**src/rtl/mini_src_control_unit_if.sv**
```systemverilog
// Control bundle between the Mini SRC control unit (master) and the datapath (slave).
interface mini_src_control_unit_if;
   logic [31:0] IR;
   logic        mem_ready;
   logic [4:0]  BusDataSelect;
   logic [3:0]  GP_addr;
   logic        e_PC, e_IR, e_Y, e_Z, e_HI, e_LO, e_MDR, e_MAR, e_GP;
   logic        incPC;
   logic        MDR_read;
   logic [3:0]  ALU_op;
   logic        run;
   logic        illegal;

   modport master (
      input  IR, mem_ready,
      output BusDataSelect, GP_addr, e_PC, e_IR, e_Y, e_Z, e_HI, e_LO, e_MDR, e_MAR, e_GP,
             incPC, MDR_read, ALU_op, run, illegal
   );

   modport slave (
      output IR, mem_ready,
      input  BusDataSelect, GP_addr, e_PC, e_IR, e_Y, e_Z, e_HI, e_LO, e_MDR, e_MAR, e_GP,
             incPC, MDR_read, ALU_op, run, illegal
   );
endinterface

```
**src/rtl/mini_src_control_unit.sv**
```systemverilog
// Hardwired fetch/execute sequencer for the Mini SRC datapath.
// Define CU_MULDIV_EN to compile in the mul/div sequences (state T6).
module mini_src_control_unit (
   input logic                     clock,
   input logic                     clear,
   mini_src_control_unit_if.master cu
);

   localparam logic [4:0] BusHi  = 5'b10000;
   localparam logic [4:0] BusLo  = 5'b10001;
   localparam logic [4:0] BusZhi = 5'b10010;
   localparam logic [4:0] BusZlo = 5'b10011;
   localparam logic [4:0] BusPc  = 5'b10100;
   localparam logic [4:0] BusMdr = 5'b10101;
   localparam logic [4:0] BusC   = 5'b10110;

   typedef enum logic [3:0] {
      StRst, StT0, StT1, StT2, StT3, StT4, StT5,
`ifdef CU_MULDIV_EN
      StT6,
`endif
      StHalt
   } state_e;

   state_e state_q, state_d;
   logic   illegal_q;

   logic [4:0] opcode;
   logic [3:0] ra, rb, rc;
   logic       is_alu, is_imm, is_md, is_negnot, is_mf, is_nop, is_halt, is_legal;
   logic [3:0] alu_sel;

   assign opcode = cu.IR[31:27];
   assign ra     = cu.IR[26:23];
   assign rb     = cu.IR[22:19];
   assign rc     = cu.IR[18:15];

   assign is_alu    = (opcode >= 5'd3) && (opcode <= 5'd11);
   assign is_imm    = (opcode >= 5'd12) && (opcode <= 5'd14);
`ifdef CU_MULDIV_EN
   assign is_md     = (opcode == 5'd15) || (opcode == 5'd16);
`else
   assign is_md     = 1'b0;
`endif
   assign is_negnot = (opcode == 5'd17) || (opcode == 5'd18);
   assign is_mf     = (opcode == 5'd24) || (opcode == 5'd25);
   assign is_nop    = (opcode == 5'd26);
   assign is_halt   = (opcode == 5'd27);
   assign is_legal  = is_alu | is_imm | is_md | is_negnot | is_mf | is_nop | is_halt;

   always_comb begin
      alu_sel = 4'b0000;
      case (opcode)
         5'd3:  alu_sel = 4'b0010;
         5'd4:  alu_sel = 4'b0011;
         5'd5:  alu_sel = 4'b0000;
         5'd6:  alu_sel = 4'b0001;
         5'd7:  alu_sel = 4'b0100;
         5'd8:  alu_sel = 4'b0101;
         5'd9:  alu_sel = 4'b0110;
         5'd10: alu_sel = 4'b0111;
         5'd11: alu_sel = 4'b1000;
         5'd12: alu_sel = 4'b0010;
         5'd13: alu_sel = 4'b0000;
         5'd14: alu_sel = 4'b0001;
`ifdef CU_MULDIV_EN
         5'd15: alu_sel = 4'b1010;
         5'd16: alu_sel = 4'b1001;
`endif
         5'd17: alu_sel = 4'b1011;
         5'd18: alu_sel = 4'b1100;
         default: alu_sel = 4'b0000;
      endcase
   end

   always_ff @(posedge clock or negedge clear) begin
      if (!clear) begin
         state_q   <= StRst;
         illegal_q <= 1'b0;
      end else begin
         state_q <= state_d;
         if (state_q == StT2 && !is_legal) illegal_q <= 1'b1;
      end
   end

   always_comb begin
      state_d          = state_q;
      cu.BusDataSelect = 5'b00000;
      cu.GP_addr       = 4'h0;
      cu.e_PC          = 1'b0;
      cu.e_IR          = 1'b0;
      cu.e_Y           = 1'b0;
      cu.e_Z           = 1'b0;
      cu.e_HI          = 1'b0;
      cu.e_LO          = 1'b0;
      cu.e_MDR         = 1'b0;
      cu.e_MAR         = 1'b0;
      cu.e_GP          = 1'b0;
      cu.incPC         = 1'b0;
      cu.MDR_read      = 1'b0;
      cu.ALU_op        = 4'b0000;
      cu.run           = (state_q != StRst) && (state_q != StHalt);
      cu.illegal       = illegal_q;

      unique case (state_q)
         StRst: state_d = StT0;
         StT0: begin
            cu.BusDataSelect = BusPc;
            cu.e_MAR = 1'b1;
            cu.incPC = 1'b1;
            cu.e_Z   = 1'b1;
            state_d  = StT1;
         end
         StT1: begin
            cu.BusDataSelect = BusZlo;
            cu.e_PC     = 1'b1;
            cu.MDR_read = 1'b1;
            cu.e_MDR    = 1'b1;
            if (cu.mem_ready) state_d = StT2;
         end
         StT2: begin
            cu.BusDataSelect = BusMdr;
            cu.e_IR = 1'b1;
            if (!is_legal || is_halt) state_d = StHalt;
            else if (is_nop)          state_d = StT0;
            else                      state_d = StT3;
         end
         StT3: begin
            state_d = StT4;
            if (is_alu || is_imm) begin
               cu.BusDataSelect = {1'b0, rb};
               cu.e_Y = 1'b1;
            end else if (is_md) begin
               cu.BusDataSelect = {1'b0, ra};
               cu.e_Y = 1'b1;
            end else if (is_negnot) begin
               cu.BusDataSelect = {1'b0, rb};
               cu.ALU_op = alu_sel;
               cu.e_Z    = 1'b1;
            end else begin
               // mfhi/mflo: opcode LSB picks HI (0) or LO (1)
               cu.BusDataSelect = {4'b1000, opcode[0]};
               cu.e_GP    = 1'b1;
               cu.GP_addr = ra;
               state_d    = StT0;
            end
         end
         StT4: begin
            if (is_negnot) begin
               cu.BusDataSelect = BusZlo;
               cu.e_GP    = 1'b1;
               cu.GP_addr = ra;
               state_d    = StT0;
            end else begin
               cu.BusDataSelect = is_imm ? BusC : (is_md ? {1'b0, rb} : {1'b0, rc});
               cu.ALU_op = alu_sel;
               cu.e_Z    = 1'b1;
               state_d   = StT5;
            end
         end
         StT5: begin
            cu.BusDataSelect = BusZlo;
            state_d = StT0;
`ifdef CU_MULDIV_EN
            if (is_md) begin
               cu.e_LO = 1'b1;
               state_d = StT6;
            end else begin
               cu.e_GP    = 1'b1;
               cu.GP_addr = ra;
            end
`else
            cu.e_GP    = 1'b1;
            cu.GP_addr = ra;
`endif
         end
`ifdef CU_MULDIV_EN
         StT6: begin
            cu.BusDataSelect = BusZhi;
            cu.e_HI = 1'b1;
            state_d = StT0;
         end
`endif
         StHalt: state_d = StHalt;
         default: state_d = StRst;
      endcase
   end

endmodule

```
**src/flat_wrapper.sv**
```systemverilog
// flat-port wrapper written by rule: the top's interface ports become plain ports
module mini_src_control_unit_flat 
  (clock, clear, cu_IR, cu_mem_ready, cu_BusDataSelect, cu_GP_addr, cu_e_PC, cu_e_IR, cu_e_Y, cu_e_Z, cu_e_HI, cu_e_LO, cu_e_MDR, cu_e_MAR, cu_e_GP, cu_incPC, cu_MDR_read, cu_ALU_op, cu_run, cu_illegal);
  mini_src_control_unit_if cu_i ();
  input logic clock;
  input logic clear;
  input wire logic [$bits(cu_i.IR)-1:0] cu_IR;
  input wire logic [$bits(cu_i.mem_ready)-1:0] cu_mem_ready;
  output wire logic [$bits(cu_i.BusDataSelect)-1:0] cu_BusDataSelect;
  output wire logic [$bits(cu_i.GP_addr)-1:0] cu_GP_addr;
  output wire logic [$bits(cu_i.e_PC)-1:0] cu_e_PC;
  output wire logic [$bits(cu_i.e_IR)-1:0] cu_e_IR;
  output wire logic [$bits(cu_i.e_Y)-1:0] cu_e_Y;
  output wire logic [$bits(cu_i.e_Z)-1:0] cu_e_Z;
  output wire logic [$bits(cu_i.e_HI)-1:0] cu_e_HI;
  output wire logic [$bits(cu_i.e_LO)-1:0] cu_e_LO;
  output wire logic [$bits(cu_i.e_MDR)-1:0] cu_e_MDR;
  output wire logic [$bits(cu_i.e_MAR)-1:0] cu_e_MAR;
  output wire logic [$bits(cu_i.e_GP)-1:0] cu_e_GP;
  output wire logic [$bits(cu_i.incPC)-1:0] cu_incPC;
  output wire logic [$bits(cu_i.MDR_read)-1:0] cu_MDR_read;
  output wire logic [$bits(cu_i.ALU_op)-1:0] cu_ALU_op;
  output wire logic [$bits(cu_i.run)-1:0] cu_run;
  output wire logic [$bits(cu_i.illegal)-1:0] cu_illegal;
  assign cu_i.IR = cu_IR;
  assign cu_i.mem_ready = cu_mem_ready;
  assign cu_BusDataSelect = cu_i.BusDataSelect;
  assign cu_GP_addr = cu_i.GP_addr;
  assign cu_e_PC = cu_i.e_PC;
  assign cu_e_IR = cu_i.e_IR;
  assign cu_e_Y = cu_i.e_Y;
  assign cu_e_Z = cu_i.e_Z;
  assign cu_e_HI = cu_i.e_HI;
  assign cu_e_LO = cu_i.e_LO;
  assign cu_e_MDR = cu_i.e_MDR;
  assign cu_e_MAR = cu_i.e_MAR;
  assign cu_e_GP = cu_i.e_GP;
  assign cu_incPC = cu_i.incPC;
  assign cu_MDR_read = cu_i.MDR_read;
  assign cu_ALU_op = cu_i.ALU_op;
  assign cu_run = cu_i.run;
  assign cu_illegal = cu_i.illegal;
  mini_src_control_unit u_core (.clock(clock), .clear(clear), .cu(cu_i));
endmodule
```
**config.mk**
```make
export PLATFORM = sky130hd
export DESIGN_NAME = mini_src_control_unit_flat
export DESIGN_NICKNAME = d
export VERILOG_FILES = /design/src/rtl/mini_src_control_unit_if.sv /design/src/rtl/mini_src_control_unit.sv /design/src/flat_wrapper.sv
export SDC_FILE = /design/constraint.sdc
export NUM_CORES = 1
export LEC_CHECK = 0
export ABC_AREA = 1
export BUFFER_PORTS_ARGS = -buffer_cell sky130_fd_sc_hd__buf_2
export CORE_MARGIN = 1.5
export CORE_UTILIZATION = 40
export DETAILED_ROUTE_END_ITERATION = 7
export GPL_ROUTABILITY_DRIVEN = 0
export MAX_ROUTING_LAYER = met4
export PLACE_DENSITY = 0.77
export RECOVER_POWER = 100
export SLEW_MARGIN = 0
export SYNTH_ARGS = -nofsm -noshare
export SYNTH_HDL_FRONTEND = slang
export SYNTH_SLANG_ARGS = --single-unit
```
**constraint.sdc**
```tcl
create_clock -name clock -period 1.7 [get_ports clock]
set_clock_uncertainty 0.05 [all_clocks]
set_input_delay 0.085 -clock clock [delete_from_list [all_inputs] [get_ports clock]]
set_output_delay 0.085 -clock clock [all_outputs]
set_load 0.005 [all_outputs]
```
==> qor.csv, run 1 <==
stage,metric,value,unit
run_status,status,finished clean,
detailed_routing,met3 routed WL,119,um
worst_setup_path,Top Family by Delay on Critical Path,simple AND/OR/NAND/NOR gates,
worst_setup_path,"Data arrival, critical path",1520,ps
pwr,Sw Pwr,0.6122,mW
worst_setup_path,"Cell Chain, Critical Path",nor2_2 -> nand2_2 -> nor2_4 -> inv_2 -> o21ai_4 -> nand2_2 -> a211oi_2 -> buf_2,
flow_run,Max Cap Viol,0,
synthesis,Post-Syn Area,843.3,sq um
cells_and_area,# fillers,199,
sta,Fin Hold WS,93.15,ps
sta,fin crit share,97.62,%
cts,CTS Sinks,4,
placed_design,cell count after placement,205,
pwr,Worst VDD drop,0.5791,mV
detailed_routing,Detailed Route WL,2.236,mm
pwr,power per cell area,1071,nW/um^2
detailed_routing,via-per-instance ratio,5.000,
cells_and_area,final-stage net count,228,
pwr,Internal,0.6420,mW
synthesis,"Seq/Total Area, Yosys",11.87,%
worst_setup_path,startpoint types,register,
placed_design,Port Buffers,43,
synthesis,synthesized flop and latch total,4,
cells_and_area,Layout area overhead,38.87,%
detailed_routing,Met1 Wirelength,970,um
sta,Pins Over Slew Limit,0,
synthesis,synthesized instance count,135,
sta,Fmax,602.6,MHz
worst_setup_path,Setup CP Type,reg2out,
pwr,Clk pwr share,9.7,%
die,Cell Rows,16,
cells_and_area,post-layout util,59.09,%
worst_setup_path,CP max-delay cell,dfrtp_1,
global_route,gr usage total,19.36,%
die,total die area,2393,sq um
synthesis,Yosys Warn Count,0,
global_route,pin count of the biggest net entering global routing,9,
die,die height,48.92,um
worst_hold_path,Hold/Removal Path Class,in2reg,
sta,final hold vios,0,
cells_and_area,layout cell share with drive strength beyond 1,45.70,%
cts,H-tree Lvls,1,
detailed_routing,Starting DRT DRC Count,24,
worst_setup_path,"Buf+Inv Stages, Crit Path",2,
detailed_routing,Post-route DRC,0,
detailed_routing,mean routed wirelength per cell,10.50,um
detailed_routing,antenna-violating nets left,0,
synthesis,syn_area_per_cell,6.247,sq um
pwr,leakage,0.6415,nW
pwr,Seq pwr share,14.8,%
global_route,vias in the first global route,885,
detailed_routing,Vias,1065,
synthesis,"Distinct cells, synth",29,
synthesis,"area leader, netlist",nand2_1,
worst_setup_path,worst path required time,1560,ps
cts,CTS max path bufs,2,
sta,Final min period,1660,ps
synthesis,"top cells by area, synth","nand2_1, dfrtp_1, ha_1",
synthesis,top cell type's share of synthesized area,15.58,%
worst_setup_path,CP dominant cell by count,nand2_2,
pwr,switching part of the total power,48.81,%
die,initial core utilization,42.55,%
placed_design,DPL Wire Length,1.828,mm
detailed_routing,max layer used,met4,
global_route,initial antenna violation count,0,
worst_setup_path,CP endpoint kind,output pin,
worst_setup_path,CP Max Fanout,4,
sta,RSZ-0062 raised after global routing,yes,
die,Ports,61,
die,Chip Width,48.92,um
cts,total CTS buffers,3,
sta,Final setup viols,0,
detailed_routing,DRT Pass-1 Iters,4,
cts,clk root buf,clkbuf_4,
pwr,Comb power frac,75.5,%
pwr,total power,1.254,mW
global_route,first-pass GRT wire length,3.629,mm
cts,worst skew pair latency,240,ps
detailed_routing,WL met2,1.126,mm
cts,"CTS clk-pin slew, worst paths",40,ps
cells_and_area,number of diodes,0,
global_route,"Remaining Overflow, GRT",0,
worst_setup_path,slowest cell delay on critical path,410,ps
die,Core Area,1982,sq um
cells_and_area,fin cells,213,
cts,TritonCTS clock tree,done,
## state kept, by name, indices dropped and copies added (netlist names)
signal,count
u_core.state_q,3
u_core.cu.illegal,1
## worst paths after layout
kind | startpoint | to | slack, ps | cells after the start
setup / recovery | u_core.state_q[1]$_DFFE_PN0P_ | cu_ALU_op[1] | 40 | 8
hold / removal | cu_mem_ready | u_core.state_q[0]$_DFFE_PN0P_ | 90 | 3
setup reg to reg | u_core.state_q[0]$_DFFE_PN0P_ | u_core.state_q[0]$_DFFE_PN0P_ | 400 | 5
hold reg to reg | u_core.cu.illegal$_DFFE_PN0P_ | u_core.cu.illegal$_DFFE_PN0P_ | 440 | 1
max in group asynchronous | clear | u_core.state_q[2]$_DFFE_PN0P_ | 1270 | 2
min in group asynchronous | clear | u_core.state_q[1]$_DFFE_PN0P_ | 140 | 2
## layout make-up
type / instances / area (sq um) / area share [%]
Multi-Input combinational cell: 106 / 648.1 / 55.34
Inverter: 19 / 71.32 / 6.090
Timing Repair Buffer: 54 / 294.0 / 25.11
Tap cell: 27 / 33.78 / 2.885
Clock buffer: 3 / 22.52 / 1.923
Sequential cell: 4 / 101.3 / 8.654
## timing repair
action,CTS,global route
endpoints found under the hold margin,4,0
resized for setup,4,9
pin swaps,2,5
hold buffers,1,0
setup endpoints to repair,1,11
setup buffers,1,3
## cell usage after synthesis
cell / n
inv_2: 3
nand2_1: 35
nand2_4: 2
a211oi_2: 1
nand2_2: 2
o21bai_1: 2
nor2_4: 3
a21oi_1: 5
conb_1: 1
o22ai_1: 2
inv_1: 16
buf_4: 6
o31ai_1: 2
o2111ai_1: 1
dfrtp_1: 4
a31oi_1: 1
nand3_2: 2
a21oi_2: 1
buf_6: 1
nor2_2: 4
nand3_1: 11
nor3_1: 3
a21boi_1: 3
o21ai_0: 6
o21ai_2: 1
ha_1: 5
nor2_8: 1
a21boi_2: 1
nor2_1: 10
## worst min-delay path: stages
cell and delay (ps):
buf_2 80, nor3_1 40, a21oi_1 120
## power groups by stage
stage	registers [mW]	logic, mW	clock network [mW]
final	0.185	0.947	0.122
after global routing	0.189	1.05	0.125
after CTS	0.187	0.897	0.124
after detailed placement	0.180	0.878	0
after global placement	0.177	0.865	0
after floorplan	0.170	0.586	0
## logic make-up (layout without fill, tap and decap cells)
logic type	Yosys count	in the layout	share of synthesized area [%]
compound gates	26	26	20.92
fa+ha+maj	5	5	7.418
buf+inv	26	76	15.13
flops	4	4	11.87
other cells	1	2	0.4447
simple gates	73	73	44.21
## metal layers
layer  vias to the layer above  global-route usage [%]
met5                         -                       -
met4                         0                   10.48
met3                         2                  0.9202
met2                        44                   33.33
met1                       482                   22.68
li1                        537                       -
## cells in the final DEF (no fill, tap or decap), types with 2 or more instances in the layout
master,netlist,final
a21oi_2,1,2
buf_2,0,40
o31ai_1,2,2
buf_4,6,9
o21ai_0,6,6
clkbuf_1,0,3
nor2_1,10,9
dfrtp_1,4,3
nand2_1,35,33
conb_1,1,2
nand3_2,2,2
nor3_1,3,3
ha_2,0,2
nand3_1,11,11
clkbuf_4,0,3
nand2_4,2,2
nor2_2,4,4
o21bai_1,2,2
a21oi_1,5,4
ha_1,5,3
o22ai_1,2,2
inv_1,16,12
nor2_4,3,4
inv_2,3,7
a21boi_1,3,3
nand2_2,2,4
## through the flow
stage	setup slack, ps	setup TNS, ps	instance area (sq um)
3_5_place_dp	80.37	0	1085
2_1_floorplan	369.1	0	847.1
5_1_grt	-28.17	-88.43	1171
6_report	40.45	0	1171
4_1_cts	5.994	0	1129
3_3_place_gp	120.0	0	1085
Power figures use the tool's default switching activity.
==> run 2: changes to the inputs <==
==> constraint.sdc (replaced) <==
create_clock -name clock -period 1.7 [get_ports clock]
set_clock_uncertainty 0.05 [all_clocks]
set_input_delay 0.255 -clock clock [delete_from_list [all_inputs] [get_ports clock]]
set_output_delay 0.255 -clock clock [all_outputs]
set_load 0.005 [all_outputs]
==> qor.csv, run 2 (synthesis results as in run 1) <==
stage,metric,value,unit,change
run_status,status,finished with violations,,
run_status,failing checks,setup timing,,
cts,clk root buf,clkbuf_4,,
worst_setup_path,crit path from,u_core.state_q[0]$_DFFE_PN0P_,,
worst_setup_path,worst path required time,1390,ps,-170 ps
global_route,pin count of the biggest net entering global routing,8,,-1
worst_setup_path,CP Max Fanout,4,,unchanged
global_route,"Remaining Overflow, GRT",0,,unchanged
placed_design,cell count after placement,227,,+11%
sta,final hold vios,0,,unchanged
cts,CTS max path bufs,2,,unchanged
cts,total CTS buffers,3,,unchanged
die,Ports,61,,unchanged
pwr,Worst VDD drop,0.7388,mV,+28%
worst_setup_path,CP endpoint kind,output pin,,
die,Cell Rows,16,,unchanged
die,Core Area,1982,sq um,unchanged
detailed_routing,Vias,1308,,+23%
flow_run,Max Cap Viol,0,,unchanged
cells_and_area,multi-input logic area,763.2,sq um,+18%
sta,Final min period,1962,ps,+302.2 ps
cells_and_area,"most common cell after layout, fill and taps aside",buf_2,,
die,total die area,2393,sq um,unchanged
detailed_routing,mean routed wirelength per cell,14.43,um,+37%
detailed_routing,DRT Pass-1 Iters,4,,unchanged
die,die height,48.92,um,unchanged
placed_design,DPL Wire Length,2.130,mm,+17%
sta,fin crit share,115.4,%,+18 points
worst_setup_path,reg2reg setup slack,160,ps,-240 ps
pwr,power per cell area,1057,nW/um^2,-1.3%
cts,CTS Sinks,4,,unchanged
cells_and_area,fin cells,248,,+16%
pwr,leakage,0.8458,nW,+32%
sta,setup TNS,-2573,ps,-2573 ps
detailed_routing,via-per-instance ratio,5.274,,+5.5%
sta,Final setup viols,15,,+15
worst_setup_path,startpoint types,register,,
cells_and_area,post-layout util,80.87,%,+22 points
worst_setup_path,reg2reg path depth,9,,+4
cts,"CTS clk-pin slew, worst paths",40,ps,about the same
detailed_routing,Detailed Route WL,3.578,mm,+60%
sta,Final WS setup,-261.7,ps,-302.2 ps
cells_and_area,max FFs per register,3,,unchanged
cells_and_area,register area,102.6,sq um,+1.2%
global_route,vias in the first global route,1194,,+35%
worst_hold_path,Hold/Removal Path Class,in2async,,
detailed_routing,antenna-violating nets left,0,,unchanged
cells_and_area,Largest Register,u_core.state_q,,
placed_design,Port Buffers,43,,unchanged
worst_setup_path,Setup CP Type,reg2out,,
global_route,gr usage total,27.77,%,+8.4 points
cells_and_area,final-stage net count,263,,+15%
cells_and_area,Layout area overhead,90.06,%,
cells_and_area,layout cell share with drive strength beyond 1,66.52,%,+21 points
worst_setup_path,"Data arrival, critical path",1660,ps,+140 ps
global_route,initial antenna violation count,0,,unchanged
worst_setup_path,r2r endpoint,u_core.state_q[1]$_DFFE_PN0P_,,
cells_and_area,most frequent cells in the layout,"buf_2, buf_4, nand2_1, inv_2, nor2_4",,
cts,worst skew pair latency,240,ps,about the same
detailed_routing,Starting DRT DRC Count,36,,+50%
die,Chip Width,48.92,um,unchanged
global_route,first-pass GRT wire length,5.119,mm,+41%
sta,RSZ-0062 raised after global routing,yes,,
detailed_routing,Post-route DRC,0,,unchanged
sta,Pins Over Slew Limit,0,,unchanged
die,initial core utilization,42.55,%,unchanged
cells_and_area,# fillers,146,,-27%
cells_and_area,number of diodes,0,,unchanged
worst_setup_path,Worst setup endpoint,cu_ALU_op[1],,
cts,TritonCTS clock tree,done,,
sta,Fmax,509.8,MHz,-15%
cts,H-tree Lvls,1,,unchanged
worst_setup_path,FF-to-FF Start,u_core.state_q[0]$_DFFE_PN0P_,,
==> run 2: repair_timing <==
item | CTS | global route
endpoints found under the setup margin | 19 | 20
gates resized for setup | 33 | 30
hold buffers | 1 | 0
pin swaps | 18 | 14
hold endpoints to repair | 4 | 0
setup buffers | 11 | 10
==> run 2: worst min path at each step <==
stage / start / to / slack, ps / depth (start not counted)
5_1_grt: clear / u_core.state_q[1]$_DFFE_PN0P_ / 360 / 2
4_1_cts: clear / u_core.state_q[2]$_DFFE_PN0P_ / 300 / 2
6_report: clear / u_core.state_q[1]$_DFFE_PN0P_ / 330 / 2
3_3_place_gp: clear / u_core.state_q[0]$_DFFE_PN0P_ / 10 / 1
2_1_floorplan: clear / u_core.cu.illegal$_DFFE_PN0P_ / -90 / 0
3_5_place_dp: clear / u_core.state_q[2]$_DFFE_PN0P_ / 10 / 1
==> run 2: where the power goes <==
group / switching (mW) / internal, mW
clock network: 0.0387 / 0.0790
registers: 0.0772 / 0.142
logic: 0.703 / 0.655
total: 0.819 / 0.875
==> run 2: final cells by class <==
class	instances	area share, %
inverters	19	4.762
well taps	27	2.108
flip-flops and latches	4	6.401
clock buffers	3	1.405
repair buffers	89	37.70
multi-input cells	106	47.62
==> run 2: metal layers <==
| metal | wire length [um] | up-vias | track usage, % |
|---|---|---|---|
| met2 | 1909 | 76 | 52.74 |
| li1 | - | 605 | - |
| met1 | 1340 | 611 | 28.06 |
| met5 | 0 | - | - |
| met4 | 141 | 0 | 11.90 |
| met3 | 186 | 16 | 3.988 |
==> run 2: worst max-delay path, cell delays in order (launching register included) <==
cell and delay (ps):
dfrtp_1 450, inv_2 80, nor2_4 150, nand2_4 90, nor2_4 110, inv_2 60
o21ai_4 70, nand2_2 90, a211oi_2 190, buf_2 140
==> run 2: per-stage QoR <==
step	cell area, sq um	hold WS, ps	total power [mW]	setup slack (ps)
after global placement	1250	10.48	1.099	-171.9
after global routing	1603	359.9	1.822	-333.4
final	1603	333.2	1.695	-261.7
after CTS	1459	302.6	1.394	-117.8
after detailed placement	1250	10.27	1.120	-225.1
after floorplan	847.1	-90.59	0.7553	114.1
==> run 3: changes to the inputs <==
==> constraint.sdc (replaced) <==
create_clock -name clock -period 1.7 [get_ports clock]
set_clock_uncertainty 0.05 [all_clocks]
set_input_delay 0.255 -clock clock [delete_from_list [all_inputs] [get_ports clock]]
set_output_delay 0.255 -clock clock [all_outputs]
set_load 0.05 [all_outputs]
==> qor.csv, run 3 (synthesis results as in run 1) <==
stage,metric,value,unit,change
sta,Pins Over Slew Limit,0,,unchanged
worst_setup_path,startpoint types,input port,,
die,Chip Width,48.92,um,unchanged
worst_setup_path,slowest cell delay on critical path,260,ps,-190 ps
pwr,switching part of the total power,59.86,%,+12 points
die,die height,48.92,um,unchanged
detailed_routing,Starting DRT DRC Count,87,,+140%
detailed_routing,antenna-violating nets left,0,,unchanged
global_route,"Remaining Overflow, GRT",0,,unchanged
cts,worst skew pair latency,240,ps,about the same
sta,Final min period,2091,ps,+129.6 ps
cells_and_area,layout cell share with drive strength beyond 1,69.20,%,+2.7 points
placed_design,DPL Wire Length,2.308,mm,+8.3%
detailed_routing,mean routed wirelength per cell,22.04,um,+53%
sta,Final setup viols,23,,+8
pwr,Seq pwr share,6.9,%,-6.0 points
worst_setup_path,"Buf+Inv Stages, Crit Path",4,,+1
sta,final hold vios,0,,unchanged
worst_setup_path,CP max-delay cell,a211oi_4,,
cells_and_area,multi-input logic area,864.6,sq um,+13%
pwr,Comb power frac,89.2,%,+9.1 points
cts,total CTS buffers,3,,unchanged
pwr,power per cell area,1694,nW/um^2,+60%
global_route,initial antenna violation count,0,,unchanged
cts,CTS Sinks,4,,unchanged
detailed_routing,DRT Pass-1 Iters,5,,+1
die,Core Area,1982,sq um,unchanged
cts,"CTS clk-pin slew, worst paths",40,ps,about the same
die,initial core utilization,42.55,%,unchanged
sta,RSZ-0062 raised after global routing,yes,,
worst_setup_path,worst path required time,1390,ps,about the same
pwr,Internal,1.259,mW,+44%
run_status,status,finished with violations,,
worst_setup_path,CP Max Fanout,5,,+1
cells_and_area,# fillers,70,,-52%
worst_setup_path,"Cell Chain, Critical Path",buf_4 -> inv_1 -> ha_2 -> nand3_2 -> nand2_4 -> inv_2 -> o21ai_4 -> nand2_2 -> a211oi_4 -> buf_6,,
run_status,failing checks,setup timing,,
worst_setup_path,Setup CP Type,in2out,,
sta,setup TNS,-5341,ps,-2768 ps
detailed_routing,Detailed Route WL,5.532,mm,+55%
global_route,pin count of the biggest net entering global routing,9,,+1
sta,Relative slew margins,57.96,%,
sta,worst-margin pin slew,633.3,ps,
die,total die area,2393,sq um,unchanged
placed_design,Port Buffers,43,,unchanged
placed_design,dpl ws,-304.4,ps,-79.23 ps
worst_setup_path,CP endpoint kind,output pin,,
sta,Fmax,478.2,MHz,-6.2%
sta,fin crit share,123.0,%,+7.6 points
sta,Final WS setup,-391.4,ps,-129.6 ps
cells_and_area,"most common cell after layout, fill and taps aside",buf_4,,
cells_and_area,Largest Register,u_core.state_q,,
worst_setup_path,"Data arrival, critical path",1790,ps,+130 ps
cells_and_area,register area,102.6,sq um,unchanged
cells_and_area,max FFs per register,3,,unchanged
cts,CTS max path bufs,2,,unchanged
cts,H-tree Lvls,1,,unchanged
die,Cell Rows,16,,unchanged
global_route,first-pass GRT wire length,6.272,mm,+23%
cts,clk root buf,clkbuf_4,,
cells_and_area,Layout area overhead,119.6,%,
cells_and_area,number of diodes,0,,unchanged
flow_run,Max Cap Viol,0,,unchanged
worst_hold_path,Hold/Removal Path Class,in2reg,,
pwr,Sw Pwr,1.877,mW,+130%
pwr,Worst VDD drop,1.477,mV,+100%
detailed_routing,Vias,1525,,+17%
cts,TritonCTS clock tree,done,,
pwr,Clk pwr share,3.9,%,-3.0 points
worst_setup_path,Top Family by Delay on Critical Path,buffers and inverters,,
cells_and_area,most frequent cells in the layout,"buf_4, nand2_1, buf_6, buf_2, nor2_4",,
global_route,vias in the first global route,1366,,+14%
pwr,leakage,0.8909,nW,+5.3%
die,Ports,61,,unchanged
cells_and_area,final-stage net count,266,,+1.1%
detailed_routing,Post-route DRC,0,,unchanged
detailed_routing,via-per-instance ratio,6.076,,+15%
global_route,gr usage total,34.44,%,+6.7 points
run 3: cell count changes in the layout (fill, tap and decap cells not counted), sizes merged:
| cell | previous run | this run |
|---|---|---|
| clkbuf | 6 | 9 |
run 3: power groups by stage:
stage | clock network, mW | registers [mW] | logic, mW
after floorplan | 0 | 0.183 | 1.48
after global placement | 0 | 0.185 | 1.91
after detailed placement | 0 | 0.190 | 1.94
after CTS | 0.121 | 0.195 | 2.38
after global routing | 0.134 | 0.215 | 2.88
final | 0.123 | 0.216 | 2.80
run 3: worst paths after layout:
check,depth (start not counted),slack (ps),to,from
min reg2reg,1,440,u_core.cu.illegal$_DFFE_PN0P_,u_core.cu.illegal$_DFFE_PN0P_
min in group asynchronous,2,350,u_core.state_q[2]$_DFFE_PN0P_,clear
max in group asynchronous,2,1040,u_core.state_q[1]$_DFFE_PN0P_,clear
min,3,260,u_core.state_q[0]$_DFFE_PN0P_,cu_mem_ready
max reg2reg,9,100,u_core.state_q[2]$_DFFE_PN0P_,u_core.state_q[0]$_DFFE_PN0P_
max,10,-390,cu_ALU_op[1],cu_IR[28]
run 3: what timing repair did:
action | in CTS | in global routing
setup buffers | 6 | 8
pin swaps | 21 | 11
hold buffers | 1 | 0
setup endpoints to repair | 19 | 23
cloned | 0 | 0
endpoints found under the hold margin | 4 | 0
gates resized for setup | 65 | 29
run 3: per-stage QoR:
step           std cells  hold slack [ps]  util (%)  power, mW  instance area, sq um
2_1_floorplan        136           -90.59         -      1.663                 978.4
3_3_place_gp         237            7.496     73.48      2.094                  1456
3_5_place_dp         237            9.957     73.48      2.132                  1456
4_1_cts              245            277.4     87.69      2.695                  1738
5_1_grt              251            271.5     93.43      3.230                  1852
6_report             251            263.9     93.43      3.136                  1852
run 3: routing by layer:
layer / wire length, um / vias to the layer above / global-route usage, % / part of all wire (%)
met2: 2644 / 158 / 59.13 / 48
met5: 0 / - / - / 0
li1: - / 613 / - / -
met1: 1701 / 678 / 38.46 / 31
met4: 582 / 0 / 16.19 / 11
met3: 603 / 76 / 6.442 / 11
run 3: area by class of cell:
class / count / share of cell area (%)
repair buffers: 92 / 40.47
multi-input cells: 106 / 46.69
inverters: 19 / 4.257
flip-flops and latches: 4 / 5.541
clock buffers: 3 / 1.216
well taps: 27 / 1.824
run 3: worst register-to-register path, delay by kind of cell, from the launching register on:
kind	cells	cell delay [ps]
buffers and inverters	5	620
AND/OR/NAND/NOR	4	440
flip-flops	1	430
